===== config.mk =====
export PLATFORM = sky130hd
export DESIGN_NAME = i2s_rx_unit
export DESIGN_NICKNAME = d
export VERILOG_FILES = /design/src/rtl/i2s_rx_unit.sv
export SDC_FILE = /design/constraint.sdc
export NUM_CORES = 1
export LEC_CHECK = 0
export BUFFER_PORTS_ARGS = -buffer_cell sky130_fd_sc_hd__buf_2
export CORE_MARGIN = 2
export CORE_UTILIZATION = 44
export DETAILED_ROUTE_END_ITERATION = 10
export PLACE_DENSITY_LB_ADDON = 0.2
export SLEW_MARGIN = 20
export SYNTH_ARGS = -nofsm -noshare
export SYNTH_HDL_FRONTEND = slang
export SYNTH_SLANG_ARGS = --single-unit
export TNS_END_PERCENT = 50

===== constraint.sdc =====
create_clock -name clk -period 3.6 [get_ports clk]
set_input_delay 0.54 -clock clk [delete_from_list [all_inputs] [get_ports clk]]
set_output_delay 0.54 -clock clk [all_outputs]
set_load 0.005 [all_outputs]

===== src/rtl/i2s_rx_unit.sv =====
// -----------------------------------------------------------------------------
// i2s_rx_unit
// I2S receiver. Oversamples the external bit clock, word select and serial
// data in the clk domain, deserializes SAMPLE_WIDTH-bit stereo samples (MSB
// first, one-bit delay after each ws edge) and presents every complete
// left-then-right pair with a one-clock valid strobe. Slots whose length
// differs from SLOT_BITS are flagged with a one-clock error strobe.
//
// Ports
//   clk, rst        system clock, asynchronous active-high reset
//   play_in         receiver enable; low forces IDLE
//   sck_in          I2S bit clock (asynchronous to clk)
//   ws_in           I2S word select, 0 = left, 1 = right
//   sdi_in          I2S serial data
//   audio_out_0/1   last left/right sample pair, held until the next valid
//   valid_out       one-clock strobe: new pair on audio_out_0/1
//   frame_err_out   one-clock strobe: slot length violation
//   locked_out      receiver aligned to ws (RUN state)
// -----------------------------------------------------------------------------
module i2s_rx_unit #(
  parameter int SYNC_STAGES  = 2,
  parameter int SAMPLE_WIDTH = 24,
  parameter int SLOT_BITS    = 32
) (
  input  logic                    clk,
  input  logic                    rst,
  input  logic                    play_in,
  input  logic                    sck_in,
  input  logic                    ws_in,
  input  logic                    sdi_in,
  output logic [SAMPLE_WIDTH-1:0] audio_out_0,
  output logic [SAMPLE_WIDTH-1:0] audio_out_1,
  output logic                    valid_out,
  output logic                    frame_err_out,
  output logic                    locked_out
);

  localparam int CW = ($clog2(SLOT_BITS) > 5) ? $clog2(SLOT_BITS) : 5;
  localparam logic [CW-1:0] CNT_ONE       = CW'(1);
  localparam logic [CW-1:0] LAST_SLOT_CNT = CW'(SLOT_BITS - 1);
  localparam logic [CW-1:0] LAST_WORD_CNT = CW'(SAMPLE_WIDTH - 1);
  localparam logic [CW-1:0] WORD_CNT      = CW'(SAMPLE_WIDTH);

  // A word completion must never coincide with a slot boundary.
  generate
    if (SYNC_STAGES < 2) begin : g_bad_sync_stages
      $error("i2s_rx_unit: SYNC_STAGES must be at least 2");
    end
    if (SAMPLE_WIDTH >= SLOT_BITS) begin : g_bad_sample_width
      $error("i2s_rx_unit: SAMPLE_WIDTH must be smaller than SLOT_BITS");
    end
  endgenerate

  typedef enum logic [1:0] {
    ST_IDLE = 2'd0,
    ST_SYNC = 2'd1,
    ST_RUN  = 2'd2
  } state_t;

  logic [SYNC_STAGES-1:0]  r_sck_sync;
  logic [SYNC_STAGES-1:0]  r_ws_sync;
  logic [SYNC_STAGES-1:0]  r_sdi_sync;
  logic                    r_sck_dly;
  logic                    r_rise;
  logic                    r_ws_smp;
  logic                    r_sdi_smp;
  logic                    r_ws_q;

  state_t                  r_state;
  logic [CW-1:0]           r_cnt;
  logic                    r_ch;
  logic [SAMPLE_WIDTH-2:0] r_shreg;
  logic [SAMPLE_WIDTH-1:0] r_left_hold;
  logic                    r_l_ok;

  state_t                  w_state_nxt;
  logic [CW-1:0]           w_cnt_nxt;
  logic                    w_ch_nxt;
  logic [SAMPLE_WIDTH-2:0] w_shreg_nxt;
  logic [SAMPLE_WIDTH-1:0] w_left_nxt;
  logic                    w_l_ok_nxt;
  logic [SAMPLE_WIDTH-1:0] w_aud0_nxt;
  logic [SAMPLE_WIDTH-1:0] w_aud1_nxt;
  logic                    w_valid_nxt;
  logic                    w_err_nxt;
  logic                    w_sck_s;
  logic                    w_boundary;
  logic [SAMPLE_WIDTH-1:0] w_word;

  assign w_sck_s    = r_sck_sync[SYNC_STAGES-1];
  // ws differing from its value at the previous rise marks the last bit of a slot.
  assign w_boundary = r_rise & (r_ws_smp ^ r_ws_q);
  assign w_word     = {r_shreg, r_sdi_smp};

  // Synchronize the I2S inputs and register the sck rising-edge strobe with aligned ws/sdi samples.
  always_ff @(posedge clk or posedge rst) begin
    if (rst) begin
      r_sck_sync <= '0;
      r_ws_sync  <= '0;
      r_sdi_sync <= '0;
      r_sck_dly  <= 1'b0;
      r_rise     <= 1'b0;
      r_ws_smp   <= 1'b0;
      r_sdi_smp  <= 1'b0;
      r_ws_q     <= 1'b0;
    end else begin
      r_sck_sync <= {r_sck_sync[SYNC_STAGES-2:0], sck_in};
      r_ws_sync  <= {r_ws_sync[SYNC_STAGES-2:0], ws_in};
      r_sdi_sync <= {r_sdi_sync[SYNC_STAGES-2:0], sdi_in};
      r_sck_dly  <= w_sck_s;
      r_rise     <= w_sck_s & ~r_sck_dly;
      r_ws_smp   <= r_ws_sync[SYNC_STAGES-1];
      r_sdi_smp  <= r_sdi_sync[SYNC_STAGES-1];
      // ws_q keeps tracking even while idle so the first boundary after enable is genuine.
      if (r_rise) begin
        r_ws_q <= r_ws_smp;
      end else begin
        r_ws_q <= r_ws_q;
      end
    end
  end

  // Receiver state register.
  always_ff @(posedge clk or posedge rst) begin
    if (rst) begin
      r_state <= ST_IDLE;
    end else begin
      r_state <= w_state_nxt;
    end
  end

  // Next-state, slot counter, word assembly and pairing decisions.
  always_comb begin
    w_state_nxt = r_state;
    w_cnt_nxt   = r_cnt;
    w_ch_nxt    = r_ch;
    w_shreg_nxt = r_shreg;
    w_left_nxt  = r_left_hold;
    w_l_ok_nxt  = r_l_ok;
    w_aud0_nxt  = audio_out_0;
    w_aud1_nxt  = audio_out_1;
    w_valid_nxt = 1'b0;
    w_err_nxt   = 1'b0;
    if (!play_in) begin
      w_state_nxt = ST_IDLE;
      w_cnt_nxt   = '0;
      w_shreg_nxt = '0;
      w_l_ok_nxt  = 1'b0;
    end else begin
      case (r_state)
        ST_IDLE: begin
          w_state_nxt = ST_SYNC;
        end
        ST_SYNC: begin
          if (w_boundary) begin
            w_state_nxt = ST_RUN;
            w_cnt_nxt   = '0;
            w_ch_nxt    = r_ws_smp;
          end else begin
            w_cnt_nxt = '0;
          end
        end
        ST_RUN: begin
          if (w_boundary) begin
            w_cnt_nxt = '0;
            w_ch_nxt  = r_ws_smp;
            if (r_cnt != LAST_SLOT_CNT) begin
              // Short or long slot: the pair it belongs to is dropped.
              w_err_nxt  = 1'b1;
              w_l_ok_nxt = 1'b0;
            end else begin
              w_err_nxt = 1'b0;
            end
          end else if (r_rise) begin
            if (r_cnt == LAST_SLOT_CNT) begin
              // A full slot elapsed without a ws edge: alignment is lost.
              w_err_nxt   = 1'b1;
              w_l_ok_nxt  = 1'b0;
              w_cnt_nxt   = '0;
              w_state_nxt = ST_SYNC;
            end else begin
              w_cnt_nxt = r_cnt + CNT_ONE;
              if (r_cnt < WORD_CNT) begin
                w_shreg_nxt = w_word[SAMPLE_WIDTH-2:0];
              end else begin
                w_shreg_nxt = r_shreg;
              end
              if (r_cnt == LAST_WORD_CNT) begin
                if (!r_ch) begin
                  w_left_nxt = w_word;
                  w_l_ok_nxt = 1'b1;
                end else if (r_l_ok) begin
                  w_aud0_nxt  = r_left_hold;
                  w_aud1_nxt  = w_word;
                  w_valid_nxt = 1'b1;
                  w_l_ok_nxt  = 1'b0;
                end else begin
                  // Right word without a preceding left word is discarded.
                  w_l_ok_nxt = 1'b0;
                end
              end else begin
                w_l_ok_nxt = r_l_ok;
              end
            end
          end else begin
            w_cnt_nxt = r_cnt;
          end
        end
        default: begin
          w_state_nxt = ST_IDLE;
        end
      endcase
    end
  end

  // Datapath registers and registered outputs.
  always_ff @(posedge clk or posedge rst) begin
    if (rst) begin
      r_cnt         <= '0;
      r_ch          <= 1'b0;
      r_shreg       <= '0;
      r_left_hold   <= '0;
      r_l_ok        <= 1'b0;
      audio_out_0   <= '0;
      audio_out_1   <= '0;
      valid_out     <= 1'b0;
      frame_err_out <= 1'b0;
      locked_out    <= 1'b0;
    end else begin
      r_cnt         <= w_cnt_nxt;
      r_ch          <= w_ch_nxt;
      r_shreg       <= w_shreg_nxt;
      r_left_hold   <= w_left_nxt;
      r_l_ok        <= w_l_ok_nxt;
      audio_out_0   <= w_aud0_nxt;
      audio_out_1   <= w_aud1_nxt;
      valid_out     <= w_valid_nxt;
      frame_err_out <= w_err_nxt;
      locked_out    <= (w_state_nxt == ST_RUN);
    end
  end

endmodule


After elaboration in Yosys (flattened, before gate mapping)
Index checks and enable logic that the tools add are counted. W data, S select, Z words.

Register bits: 118. Input port bits: 6. Output and inout bits: 51. Logic and storage cells: 91.

$add $sub $neg: 1. Order comparisons: 1. Equality and inequality tests: 16. Muxes and demuxes: 39. Bitwise gates (word level): 7. Reductions and logical operators: 8.

Operators with widths (number): $mux W23 (6); $mux W1 (22); $mux W5 (4); $eq A5 B5 Y1 const B (2); $mux W2 (5); $pmux W5 S2 (1); $reduce_and A8 Y1 (1); $reduce_and A7 Y1 (1); $ne A2 B1 Y1 const B (3); $ne A3 B1 Y1 const B (2); $pmux W2 S3 (1); $add A5 B1 Y5 const B (1); $lt A5 B5 Y1 const B (1); $ne A5 B5 Y1 const B (1); $reduce_and A5 Y1 (1); $eq A2 B2 Y1 const B (2); $ne A2 B2 Y1 const B (2); $ne A4 B1 Y1 const B (1); $ne A4 B4 Y1 const B (1); $not A1 Y1 (4); $reduce_and A4 Y1 (1); $ne A3 B2 Y1 const B (1); $reduce_and A3 Y1 (1); $and A1 B1 Y1 (2); other kinds (5) (5).

Longest topological paths before layout
Gate-level depths: netlist (run 1).

Word-level depth: 8. Mapped depth: 8. Gate-level depth less buffers: 7.

Worst setup path before layout (run 1)
No wires, ideal clock.

Path type: flip-flop to flip-flop. Start point: register r_cnt[0]. End point: register audio_out_0[10]. Setup time: 0.127 ns. Arrival: 2.213 ns. Data required time: 3.473 ns. Path slack: 1.259 ns. Cell stages (with the launch flop): 9. Buffers on the path: 2. Period minus slack after synthesis: 2.341 ns. Path through: dfrtp_1 > ha_1 > and3_1 > ha_1 > a21o_4 > nor4_4 > buf_4 > buf_6 > mux2_1.

Longest elaborated chain between the ends: 3. Elaborated cells between the ends (all ways): 4. Those cells by class: eq/ne (2); bitwise (1); reduce/logical (1).

Ends and longest elaborated chain: from (decl) (line 70) `logic [CW-1:0] r_cnt;`; from (signal assigned) (line 230) `r_cnt <= w_cnt_nxt;`; $eq A5 B5 Y1 (line 175) `if (r_cnt == LAST_SLOT_CNT) begin`; $not A1 Y1 (no line); $reduce_and A8 Y1 (no line) (*); to (signal assigned) (line 235) `audio_out_0 <= w_aud0_nxt;`; to (decl) (line 31) `output logic [SAMPLE_WIDTH-1:0] audio_out_0,`.

Every way passes the cells marked *; elsewhere a longest branch is shown, timed or not. A chain may end at the register's enable or synchronous reset.

Worst setup path after layout (run 1)
Start point: register r_cnt[0]. End point: register audio_out_0[2].

The elaborated chain is that of the path after synthesis.

==> results of run 1 <==
==> worst max path at each step <==
| stage | start | end | cells after the start |
|---|---|---|---|
| global route | r_cnt[0] | audio_out_0[2] | 7 |
| CTS | r_cnt[0] | audio_out_0[2] | 7 |
| finish | r_cnt[0] | audio_out_0[2] | 7 |
| global placement | r_cnt[0] | audio_out_1[11] | 7 |
| detailed placement | r_cnt[0] | audio_out_0[2] | 7 |
| floorplan | r_cnt[0] | audio_out_0[10] | 8 |
==> cells in the final DEF (no fill, tap or decap), types with 2 or more instances in the layout <==
master	count
dfrtp_1	118
mux2_2	65
buf_2	56
nand2_1	30
o21ai_0	28
nand3_1	27
clkbuf_16	16
mux2_1	9
ha_1	6
bufinv_16	5
clkinv_4	5
buf_4	5
inv_1	4
nor2_1	4
clkinvlp_4	4
nand4b_1	3
and2_1	3
nand4_1	3
xor2_1	2
nor4_4	2
nor2b_1	2
a221oi_1	2
==> registers in the layout, indices dropped and copies added, names as in the netlist, 2 cells and up <==
register and count:
r_sdi_sync 2, r_state 2, r_shreg 23, audio_out_0 24
r_sck_sync 2, r_ws_sync 2, r_cnt 5, r_left_hold 24
audio_out_1 24
==> layout make-up <==
class | instances | area (um^2)
Fill cell | 898 | 4560
Tap cell | 136 | 170
Timing Repair Buffer | 62 | 338
Sequential cell | 118 | 2950
Clock buffer | 18 | 418
Multi-Input combinational cell | 199 | 1590
Inverter | 5 | 22.5
Clock inverter | 14 | 225
==> logic make-up (layout without fill, tap and decap cells) <==
| family | count (synthesis) | after routing |
|---|---|---|
| buf+inv | 25 | 99 |
| simple gates | 77 | 77 |
| xor+xnor | 2 | 2 |
| compound gates | 40 | 40 |
| mux | 74 | 74 |
| fa+ha+maj | 6 | 6 |
| flops | 118 | 118 |
==> per-layer routing <==
metal,up-vias,part of all wire [%],global-route usage (%)
met4,0,1.8,6.49
met3,15,4.2,4.32
li1,1324,-,-
met1,1453,45,21.1
met5,-,0,0
met2,72,49,25.4
==> through the flow <==
stage	cell area [um^2]	power, mW	hold slack (ns)
global placement	5070	1.46	0.334
floorplan	4650	1.44	0.331
finish	5710	3.23	0.147
global route	5710	3.35	0.126
detailed placement	5070	1.46	0.336
CTS	5710	3.27	0.126
==> where the power goes <==
part	leakage [nW]	switching [mW]	internal, mW
logic	0.962	0.0596	0.0214
clock network	0.302	0.593	1.20
registers	1.62	0.0165	1.34
==> results.py, run 1 <==
metrics = {
    "timing": {
        "fmax_mhz": 363,
        "slew_viol_final": 0,
        "grt_setup_unrepaired": "false",
        "setup_ws_ns": 0.843,
        "slew_headroom_pct": 42.4,
        "tns_ns": 0,
        "setup_viol": 0,
        "period_needed_ns": 2.76,
        "finalHoldViolCount": 0,
        "tightest_slew_ns": 0.861,
        "clock-skew-final_ns": 0.0116,
        "timing.final.crit_share_pct": 76.6,
    },
    "yosys": {
        "synth-xor-area-share_pct": 0.377,
        "synth_top_area_share_pct": 63.5,
        "yosysTopAreaCell": "dfrtp_1",
        "async_flop_share_pct": 100,
        "synth_top_family_by_area": "multiplexers",
        "ys_seq_elements": 118,
        "synth_compound_area_share_pct": 5.36,
        "synth_area_um2": 4650,
        "yosysMostFrequentCell": "dfrtp_1",
        "synth_area_leaders": "dfrtp_1 64%, mux2_2 16%, o21ai_0 3.0%",
        "syn_nets": 354,
        "postSynthCellCount": 342,
        "synth_common_cells": "118 x dfrtp_1, 65 x mux2_2, 30 x nand2_1",
        "synth_edf_count": 0,
        "yosys_warnings": 0,
        "synthMuxAreaShare_pct": 17.9,
        "synth.avg_cell_area_um2": 13.6,
        "ys_types": 34,
        "synth_adder_area_share_pct": 1.62,
        "yosys.area_share.simple_pct": 8.59,
        "synth-seq-area-share_pct": 63.5,
        "synth_ff_type": "dfrtp_1",
    },
    "drt": {
        "wl_mm": 8.33,
        "drc_errors": 0,
        "drt-initial-drc-count": 108,
        "via_per_inst": 5.19,
        "firstDrtPassIters": 4,
        "routedWlPerCell_um": 15.1,
        "vias": 2864,
        "ant_nets": 0,
    },
    "floorplanning": {
        "die_x_um": 107,
        "start_util_pct": 45.2,
        "dieHeight_um": 107,
        "design.core.area_um2": 10300,
        "num_rows": 37,
        "io_pins": 57,
        "dieArea_um2": 11400,
    },
    "global_route": {
        "grt_use_total_pct": 16.0,
        "grt_max_degree": 57,
        "grt_pass1_vias": 2914,
        "antenna_found_initial": 0,
        "gr-total-overflow": 0,
        "grt_pass1_wl_mm": 14.3,
    },
    "placed_design": {
        "dp_hpwl_mm": 5.06,
        "dp_cells": 520,
        "numPortBuffers": 56,
        "place_ws_ns": 0.866,
        "gp_congestion": 0.768,
    },
    "critical_path": {
        "reg2reg_slack_ns": 0.84,
        "slowest_stage": "buf_4",
        "cp_common_cell": "ha_1",
        "crit_family": "buffers and inverters",
        "crit_arrival_ns": 3.13,
        "cp.required_ns": 3.97,
        "max_stage_delay_ns": 0.58,
        "path_buf_inv": 1,
        "rr_endpoint": "audio_out_0[2]",
        "path_max_fanout": 49,
        "cp_cell_sequence": "ha_1 -> and3_1 -> ha_1 -> a21o_4 -> nor4_4 -> buf_4 -> mux2_2",
        "worst_setup_path_start_kind": "register",
        "critPathKind": "reg2reg",
        "r2r-start": "r_cnt[0]",
        "cp-end-kind": "register",
        "reg2regPathDepth": 7,
    },
    "clock_tree": {
        "postCtsSetupBuffers": 0,
        "cts_tree": "done",
        "cts_sinks": 118,
        "insertion_delay_ns": 0.50,
        "clk_path_buf_depth": 2,
        "cts_buffers": 17,
        "cts-root-buf": "clkbuf_8",
        "cts_hold_buffers": 0,
        "cts_resized": 0,
        "htree_levels": 4,
        "path_clk_slew_ns": 0.06,
    },
    "power": {
        "leakage_nw": 2.88,
        "ir_worst_vdd_v": 0.000269,
        "power_density_nw_per_um2": 566,
    },
    "cells_and_area": {
        "antenna-diode-count": 0,
        "fin_cells": 552,
        "final_nets": 415,
        "syn_to_final_growth_pct": 22.9,
        "final_util_pct": 55.6,
        "drive_above_1_share_pct": 39.2,
    },
    "worst_hold_path": {
        "whs_endpoint": "r_sdi_sync[0]",
        "hp-start": "sdi_in",
        "hp-class": "in2reg",
        "min_path_cells": 1,
    },
    "job": {
        "drv_cap": 0,
    },
    "status": {
        "status": "completed",
    },
}
Note: power is estimated with default switching activity, not from simulation.
==> inputs of run 2 (changes only) <==
ABC_AREA = 1   (was unset)
clock period = 2.75 ns   (was 3.6 ns; I/O delays follow)
==> run 2 against run 1 <==
Effect of this change: critical path depth increased by 3; non-clock buffer count up 4; setup slack worse by 0.23 ns; via count rose by 24%; count of clock-buffer cells in the layout decreased by 1; sequential power up 30%; die area up 3.0%; register-to-register slack got worse by 0.23 ns; core utilization shrank 1.1 points; clock power up 32%; final cell count is 35% higher.
==> results.py, run 2 <==
metrics = {
    "status": {
        "status": "completed",
    },
    "critical_path": {
        "cp_common_cell": "nand2_1",
        "critPathKind": "reg2reg",
        "cp-end-kind": "register",
        "crit_arrival_ns": 2.58,
        "max_stage_delay_ns": 0.40,
        "slowest_stage": "dfrtp_1",
        "worst_setup_path_start_kind": "register",
        "reg2reg_slack_ns": 0.62,
        "path_max_fanout": 34,
        "cp.required_ns": 3.19,
        "cp_cell_sequence": "ha_1 -> nand2_1 -> nor2_1 -> ha_1 -> nor2_4 -> nand2_2 -> nor2_4 -> buf_12 -> nand2_1 -> nand2_1",
    },
    "yosys": {
        "syn_nets": 544,
        "synth_ff_type": "dfrtp_1",
        "yosysMostFrequentCell": "nand2_1",
        "synth_area_leaders": "dfrtp_1 62%, nand2_1 22%, nand3_1 3.0%",
        "async_flop_share_pct": 100,
        "synth_common_cells": "277 x nand2_1, 118 x dfrtp_1, 29 x nand3_1",
        "postSynthCellCount": 532,
        "ys_types": 26,
        "yosysTopAreaCell": "dfrtp_1",
        "synth_top_area_share_pct": 61.6,
        "synth_area_um2": 4790,
        "yosys_warnings": 0,
        "synth.avg_cell_area_um2": 9.01,
        "synth_edf_count": 0,
        "synth-seq-area-share_pct": 61.6,
        "ys_seq_elements": 118,
    },
    "global_route": {
        "grt_pass1_wl_mm": 15.9,
        "grt_max_degree": 53,
        "antenna_found_initial": 0,
        "gr-total-overflow": 0,
        "grt_pass1_vias": 3420,
        "grt_use_total_pct": 17.5,
    },
    "timing": {
        "setup_viol": 0,
        "finalHoldViolCount": 0,
        "fmax_mhz": 469,
        "clock-skew-final_ns": 0.0132,
        "tns_ns": 0,
        "grt_setup_unrepaired": "false",
        "timing.final.crit_share_pct": 77.6,
        "slew_headroom_pct": 60.9,
        "period_needed_ns": 2.13,
        "slew_viol_final": 0,
        "tightest_slew_ns": 0.585,
    },
    "cells_and_area": {
        "mostFrequentLayoutCells": "277 x nand2_1, 118 x dfrtp_1, 56 x buf_2, 29 x nand3_1, 19 x o21ai_0",
        "antenna-diode-count": 0,
        "drive_above_1_share_pct": 17.5,
        "top_regs": "audio_out_0 (24), audio_out_1 (24), r_left_hold (24)",
        "syn_to_final_growth_pct": 22.3,
        "final_nets": 605,
        "final_common_cell": "nand2_1",
    },
    "drt": {
        "ant_nets": 0,
        "firstDrtPassIters": 5,
        "vias": 3557,
        "via_per_inst": 4.77,
        "drc_errors": 0,
        "wl_mm": 9.31,
        "routedWlPerCell_um": 12.5,
        "drt-initial-drc-count": 180,
    },
    "power": {
        "clkPwrFrac_pct": 55.6,
        "total_power_mw": 4.25,
        "p_sw_mw": 0.894,
        "p_sw_share_pct": 21.0,
        "ir_worst_vdd_v": 0.000400,
        "combPwrFrac_pct": 2.8,
        "leakage_nw": 3.26,
        "internal_power_mw": 3.36,
        "power_frac_seq_pct": 41.7,
        "power_density_nw_per_um2": 726,
    },
    "job": {
        "drv_cap": 0,
    },
    "clock_tree": {
        "insertion_delay_ns": 0.51,
        "path_clk_slew_ns": 0.06,
        "cts_tree": "done",
        "htree_levels": 4,
        "cts_resized": 0,
        "cts_buffers": 17,
        "cts_sinks": 118,
        "cts-root-buf": "clkbuf_8",
        "clk_path_buf_depth": 2,
    },
    "floorplanning": {
        "num_rows": 38,
        "io_pins": 57,
        "start_util_pct": 44.6,
        "dieArea_um2": 11700,
        "die_x_um": 108,
        "dieHeight_um": 108,
        "design.core.area_um2": 10700,
    },
    "placed_design": {
        "gp_congestion": 0.779,
        "numPortBuffers": 56,
        "dp_hpwl_mm": 5.92,
    },
    "worst_hold_path": {
        "hp-class": "in2reg",
    },
}
## run 2: path summary, 6_finish.rpt
check / startpoint / to / depth (start not counted)
worst max-delay path: r_cnt[0] / audio_out_1[15] / 10
worst min-delay path: play_in / r_shreg[22] / 3
worst max register to register: r_cnt[0] / audio_out_1[15] / 10
worst min register to register: r_sck_sync[0] / r_sck_sync[1] / 0
max in group asynchronous: rst / r_left_hold[14] / 4
min in group asynchronous: rst / r_sdi_smp / 3
## run 2: timing repair
action	in CTS	in global routing
setup endpoints to repair	0	0
setup buffers	0	0
endpoints found under the hold margin	23	0
hold buffers	4	0
## run 2: logic make-up after synthesis
group,count (synthesis),synth area share (%)
and+or+nand+nor,331,28.5
adders and majority gates,6,1.57
xor gates and xnor gates,1,0.183
DFF,118,61.6
AOI/OAI and AO/OA,31,3.29
buffers and inverters,45,4.81
## run 2: per-layer routing
metal  track usage [%]  vias to the layer above  share of wire, %
met2              27.0                       75                47
met1              24.0                     1686                49
met5                 0                        -                 0
li1                  -                     1788                 -
met4              5.68                        0               1.1
met3              5.06                        8               3.7
## run 2: power groups by stage
stage | combinational, mW | sequential, mW | clock (mW)
after detailed placement | 0.118 | 1.80 | 0
final | 0.118 | 1.77 | 2.36
after global placement | 0.115 | 1.80 | 0
after CTS | 0.122 | 1.77 | 2.41
after floorplan | 0.0860 | 1.80 | 0
after global routing | 0.139 | 1.77 | 2.49
## run 2: cell type report
class / count / area (um^2)
clock inverter: 14 / 224
inverter: 21 / 82.6
clock buffer: 17 / 414
tap: 140 / 175
multi-input combinational: 369 / 1610
sequential: 118 / 2950
timing repair buffer: 66 / 403
fill: 1023 / 4890
## run 2: worst max-delay path: cells and delay by family, from the launching register on
| family | cells | cell delay, ns |
|---|---|---|
| flops | 1 | 0.40 |
| fa+ha+maj | 2 | 0.45 |
| simple gates | 7 | 0.97 |
| buf+inv | 1 | 0.24 |
## run 2: metrics by stage
stage	utilization [%]	hold slack [ns]	cell area, um^2	setup slack (ns)	instances
after detailed placement	48.2	0.336	5180	0.622	710
after CTS	54.5	0.191	5860	0.609	745
after floorplan	-	0.331	4790	0.896	532
after global routing	54.5	0.198	5860	0.482	745
after global placement	48.2	0.332	5180	0.702	710
final	54.5	0.204	5860	0.617	745
